==> src/rtl/memory_responder_pkg.sv <==
// Shared types and constants for the byte-serial memory responder.
// Size encodings, FSM states and the size-to-byte-count helper.
package memory_responder_pkg;

    localparam int MEM_DEPTH = 512;
    localparam int ADDR_W    = 9;

    localparam logic [1:0] SZ_BYTE = 2'b00;
    localparam logic [1:0] SZ_HALF = 2'b01;
    localparam logic [1:0] SZ_WORD = 2'b10;
    localparam logic [1:0] SZ_WRD2 = 2'b11;

    typedef enum logic [1:0] {
        ST_IDLE = 2'b00,
        ST_WAIT = 2'b01,
        ST_XFER = 2'b10,
        ST_DONE = 2'b11
    } state_t;

    function automatic logic [2:0] size_bytes(input logic [1:0] sz);
        unique case (sz)
            SZ_BYTE: size_bytes = 3'd1;
            SZ_HALF: size_bytes = 3'd2;
            default: size_bytes = 3'd4;
        endcase
    endfunction

endpackage

==> src/rtl/memory_responder_mem.sv <==
// Byte-wide storage: synchronous write, asynchronous read, no reset.
// Contents survive reset by design.
module mem_byte_array #(
    parameter int DEPTH = 512,
    parameter int AW    = 9
) (
    input  logic          clk,
    input  logic          we,
    input  logic [AW-1:0] waddr,
    input  logic [7:0]    wdata,
    input  logic [AW-1:0] raddr,
    output logic [7:0]    rdata
);

    logic [7:0] mem [DEPTH];

    always_ff @(posedge clk) begin
        if (we) begin
            mem[waddr] <= wdata;
        end
    end

    assign rdata = mem[raddr];

endmodule

==> src/rtl/memory_responder.sv <==
// Byte-serial memory responder: MFA/MFC handshake, wait states,
// big-endian multi-byte transfers over a byte-wide array.
module memory_responder
    import memory_responder_pkg::*;
#(
    parameter int WAIT_STATES = 2,
    parameter int MEM_DEPTH   = memory_responder_pkg::MEM_DEPTH
) (
    input  logic              Clk,
    input  logic              reset,
    input  logic              MFA,
    input  logic              readWrite,
    input  logic [ADDR_W-1:0] address,
    input  logic [31:0]       dataIn,
    input  logic [1:0]        dataSize,
    output logic [31:0]       dataOut,
    output logic              MFC
);

    localparam logic [3:0] WAIT4 = 4'(WAIT_STATES);

    state_t            state;
    logic [ADDR_W-1:0] addr_q;
    logic              rw_q;
    logic [3:0]        wcnt;
    logic [2:0]        bcnt;
    logic [31:0]       sh;
    logic [31:0]       wr_align;
    logic [7:0]        rdata;
    logic              we;

    // Write data is left-justified so the top byte always goes out next.
    always_comb begin
        wr_align = dataIn;
        unique case (dataSize)
            SZ_BYTE: wr_align = {dataIn[7:0], 24'h0};
            SZ_HALF: wr_align = {dataIn[15:0], 16'h0};
            default: wr_align = dataIn;
        endcase
    end

    assign we = (state == ST_XFER) && !rw_q;

    mem_byte_array #(
        .DEPTH(MEM_DEPTH),
        .AW   (ADDR_W)
    ) u_mem (
        .clk  (Clk),
        .we   (we),
        .waddr(addr_q),
        .wdata(sh[31:24]),
        .raddr(addr_q),
        .rdata(rdata)
    );

    always_ff @(posedge Clk or negedge reset) begin
        if (!reset) begin
            state   <= ST_IDLE;
            addr_q  <= '0;
            rw_q    <= 1'b0;
            wcnt    <= '0;
            bcnt    <= '0;
            sh      <= '0;
            dataOut <= '0;
            MFC     <= 1'b0;
        end else begin
            unique case (state)
                ST_IDLE: begin
                    MFC <= 1'b0;
                    if (MFA) begin
                        addr_q <= address;
                        rw_q   <= readWrite;
                        bcnt   <= size_bytes(dataSize);
                        wcnt   <= WAIT4;
                        sh     <= readWrite ? 32'h0 : wr_align;
                        state  <= (WAIT4 == 4'd0) ? ST_XFER : ST_WAIT;
                    end
                end
                ST_WAIT: begin
                    wcnt <= wcnt - 4'd1;
                    if (wcnt <= 4'd1) begin
                        state <= ST_XFER;
                    end
                end
                ST_XFER: begin
                    addr_q <= addr_q + 1'b1;
                    bcnt   <= bcnt - 3'd1;
                    sh     <= {sh[23:0], rw_q ? rdata : 8'h00};
                    if (bcnt == 3'd1) begin
                        MFC   <= 1'b1;
                        state <= ST_DONE;
                        if (rw_q) begin
                            dataOut <= {sh[23:0], rdata};
                        end
                    end
                end
                ST_DONE: begin
                    if (!MFA) begin
                        MFC   <= 1'b0;
                        state <= ST_IDLE;
                    end
                end
            endcase
        end
    end

endmodule

==> config.mk <==
export PLATFORM = sky130hd
export DESIGN_NAME = memory_responder
export DESIGN_NICKNAME = d
export VERILOG_FILES = /design/src/rtl/memory_responder_pkg.sv /design/src/rtl/memory_responder_mem.sv /design/src/rtl/memory_responder.sv
export SDC_FILE = /design/constraint.sdc
export NUM_CORES = 2
export LEC_CHECK = 0
export CORE_ASPECT_RATIO = 1.2
export CORE_MARGIN = 2
export CORE_UTILIZATION = 40
export CTS_CLUSTER_SIZE = 14
export DETAILED_ROUTE_END_ITERATION = 10
export HOLD_SLACK_MARGIN = 0.02
export PLACE_DENSITY = 0.62
export SYNTH_ARGS = -nofsm -noshare
export SYNTH_HDL_FRONTEND = slang
export SYNTH_SLANG_ARGS = --single-unit
==> constraint.sdc <==
create_clock -name Clk -period 13 [get_ports Clk]
set_input_delay 1.95 -clock Clk [delete_from_list [all_inputs] [get_ports Clk]]
set_output_delay 1.95 -clock Clk [all_outputs]
set_load 0.005 [all_outputs]
==> flow_summary_export.csv <==
group,metric,value,unit
status,status,"finished with violations",
status,violations,"max-capacitance violations, max-slew violations",
critical_path,cp_data_arrival_time,7.54,ns
timing,tightest_slew,1.59,ns
timing,drv_slew,139,
yosys,synthesis.nets,8100,
yosys,synth.avg_cell_area,20.3,um2
grt,antenna_found_initial,29,
clock_tree,holdBufCountCts,0,
floorplanning,row_count,256,
critical_path,cp-start-kind,"flip-flop",
floorplanning,core,406000,um2
critical_path,critical_path_class,"reg2reg",
yosys,ys.flop_type,"edfxtp_1",
grt,grt_overflow_total,0,
critical_path,crit_fanout,95,
drt,drt-total-wl,461000,um
floorplanning,chipHeight,703,um
drt,first_pass_iters,6,
power,leakage,0.0563,uW
drt,vias,83900,
grt,track_usage,21.8,%
yosys,ys_seq_area_share,76.7,%
clock_tree,tritoncts,"done",
clock_tree,cts.sinks,4180,
placed_design,place_ws,6.47,ns
clock_tree,cts_made_buffers,405,
floorplanning,ios,80,
timing,finalWorstSetupSlack,6.27,ns
drt,drtIter0Drc,11300,
yosys,yosys_warnings,0,
hold_path,hold_class,"reg2reg",
critical_path,critPathLaunch,"addr_q[1]",
yosys,postSynthCellCount,8040,
cells_and_area,layout-drive-gt1-share,19.9,%
clock_tree,cts_setup_buffers,0,
critical_path,crit_required,13.81,ns
timing,fmax,149,MHz
cells_and_area,nets,8281,
yosys,synth_area,163000,um2
timing,fin_crit,6.73,ns
grt,grt_max_degree,211,
yosys,ys_types,76,
critical_path,r2r-start,"addr_q[1]",
cells_and_area,syn2layout_area_growth,12.0,%
clock_tree,cts.clk_slew.worst_paths,0.07,ns
timing,hold_viol_final,0,
power,ir_worst_vdd,0.000252,V
grt,grt_pass1_wl,644000,um
clock_tree,cts-root-buf,"clkbuf_16",
timing,finalSetupTns,0,ns
grt,first_global_vias,83100,
placed_design,io_buffers,79,
clock_tree,cts_buffer_depth,4,
drt,routed_via_density,6.00,
clock_tree,ctsHtreeMaxLevel,5,
placed_design,dp_hpwl,286000,um
floorplanning,start_util,40.2,%
clock_tree,ctsResizeCount,0,
drt,wire_per_inst,33.0,um
drt,ant_nets,0,
placed_design,place.gp.congestion,0.894,
yosys,synth-seq-cells,4180,
critical_path,end_kind,"flip-flop",
timing,maxSlewHeadroom,-5.99,%
clock_tree,insertion_delay,0.99,ns
hold_path,hold_path.startpoint,"dataOut[15]",
power,power.density,223,nW/um2
timing,finalClockSkew,0.0468,ns
timing,setup_viol,0,
timing,rsz0062_at_grt,"no",
yosys,synth_edf_count,4096,
timing,fin_crit_sh,51.7,%
floorplanning,die_w,587,um
power,power.total,40700,uW
floorplanning,die-area,413000,um2
drt,drc,0,
flow_run,drv_cap,2,
yosys,synthArstFlopShare,2.01,%
## cell families (layout without fill, tap and decap cells)
logic type / count (synthesis) / in the layout / synth area share (%)
buffers and inverters: 513 / 1022 / 1.77
adder cells (fa/ha/maj): 13 / 13 / 0.0997
multiplexers: 1357 / 1357 / 14.8
other: 0 / 14 / 0
flip-flops: 4180 / 4180 / 76.7
AND/OR/NAND/NOR: 1166 / 1166 / 3.20
XOR/XNOR: 1 / 1 / 0.00537
AO/OA/AOI/OAI: 810 / 810 / 3.43
## cell usage in the layout, fill, tap and decap left out, types with 14 or more instances in the layout
cell and count:
dfrtp_1 70, buf_4 172, nor4_1 28, and3_1 19, mux2i_1 459, edfxtp_1 4096
mux4_2 825, clkbuf_1 93, a21oi_1 120, bufinv_16 27, clkbuf_16 418, clkinv_1 103
nor3_1 28, o22ai_1 113, nor2_1 643, nand4_1 41, or4_1 17, buf_12 17
a22oi_1 157, inv_1 16, a31oi_1 27, a221oi_1 85, nand3_4 16, a211oi_1 38
mux2_2 64, nand3_1 72, nand2_1 176, clkinv_2 61, clkdlybuf4s50_1 78, a22o_1 43
diode_2 14, o21ai_0 114, o211ai_1 31, nor2b_1 35
## synthesized netlist by cell type, types with 84 or more instances
master	number	area (um2)
edfxtp_1	4096	123000
a21oi_1	120	601
nand3_1	88	440
dfrtp_1	84	2100
mux2i_1	459	4590
o22ai_1	113	707
mux4_2	825	18600
o21ai_0	115	576
nand2_1	176	661
a221oi_1	85	744
buf_2	123	616
nor2_1	650	2440
clkbuf_1	202	758
buf_4	84	631
a22oi_1	157	1180
## cell type report
class / instances / area [um2]
clock buffer: 515 / 10900
multi-input combinational: 3347 / 35500
inverter: 19 / 81.3
fill: 34100 / 223000
tap: 5418 / 6780
antenna: 14 / 35.0
timing repair buffer: 268 / 2420
sequential: 4180 / 125000
clock inverter: 220 / 1850
## flip-flops by register name (all words and copies together), names as in the netlist
| signal | count |
|---|---|
| state | 2 |
| u_mem.mem | 4096 |
| dataOut | 32 |
| sh | 32 |
| addr_q | 9 |
| bcnt | 3 |
| wcnt | 4 |
| MFC | 1 |
| rw_q | 1 |
## routing by layer
| metal | vias up | track usage, % | share of wire [%] |
|---|---|---|---|
| met1 | 44800 | 28.2 | 37 |
| met3 | 849 | 4.10 | 8.9 |
| met4 | 12 | 9.59 | 4.9 |
| li1 | 33700 | - | - |
| met5 | - | 0 | 0.025 |
| met2 | 4533 | 36.1 | 49 |
## final timing paths
check	cells after the start	slack, ns	endpoint
max reg2reg	10	6.27	dataOut[2]
min in group asynchronous	1	0.90	state[1]
max in group asynchronous	2	10.76	sh[24]
min	1	0.51	dataOut[15]
max	10	6.27	dataOut[2]
min reg2reg	1	0.51	dataOut[15]
## critical path, cell delays in order, from the launching register on
cell	delay [ns]
dfrtp_4	0.93
buf_12	0.55
buf_4	0.65
nand2b_1	0.67
o22ai_1	0.63
a211oi_1	0.11
nor4_1	1.24
nand4_1	0.22
nor4_2	0.99
and4_1	0.37
o21ai_0	0.10
## where the power goes
group	leakage (uW)	internal [uW]	switching [uW]	total, uW
sequential	0.0378	17000	498	17500
clock	0.00619	6430	4990	11400
combinational	0.0122	3760	8010	11800
total	0.0563	27200	13500	40700
## stage by stage
stage / utilization, % / hold slack (ns) / std cells / cell area [um2]
final: 45.0 / 0.507 / 14000 / 183000
after global routing: 45.0 / 0.528 / 14000 / 183000
after CTS: 45.0 / 0.510 / 14000 / 183000
after detailed placement: 41.9 / 0.496 / 13200 / 170000
after global placement: 41.9 / 0.491 / 13200 / 170000
after floorplan: - / 0.473 / 8040 / 163000
Note: power is estimated with default switching activity, not from simulation.
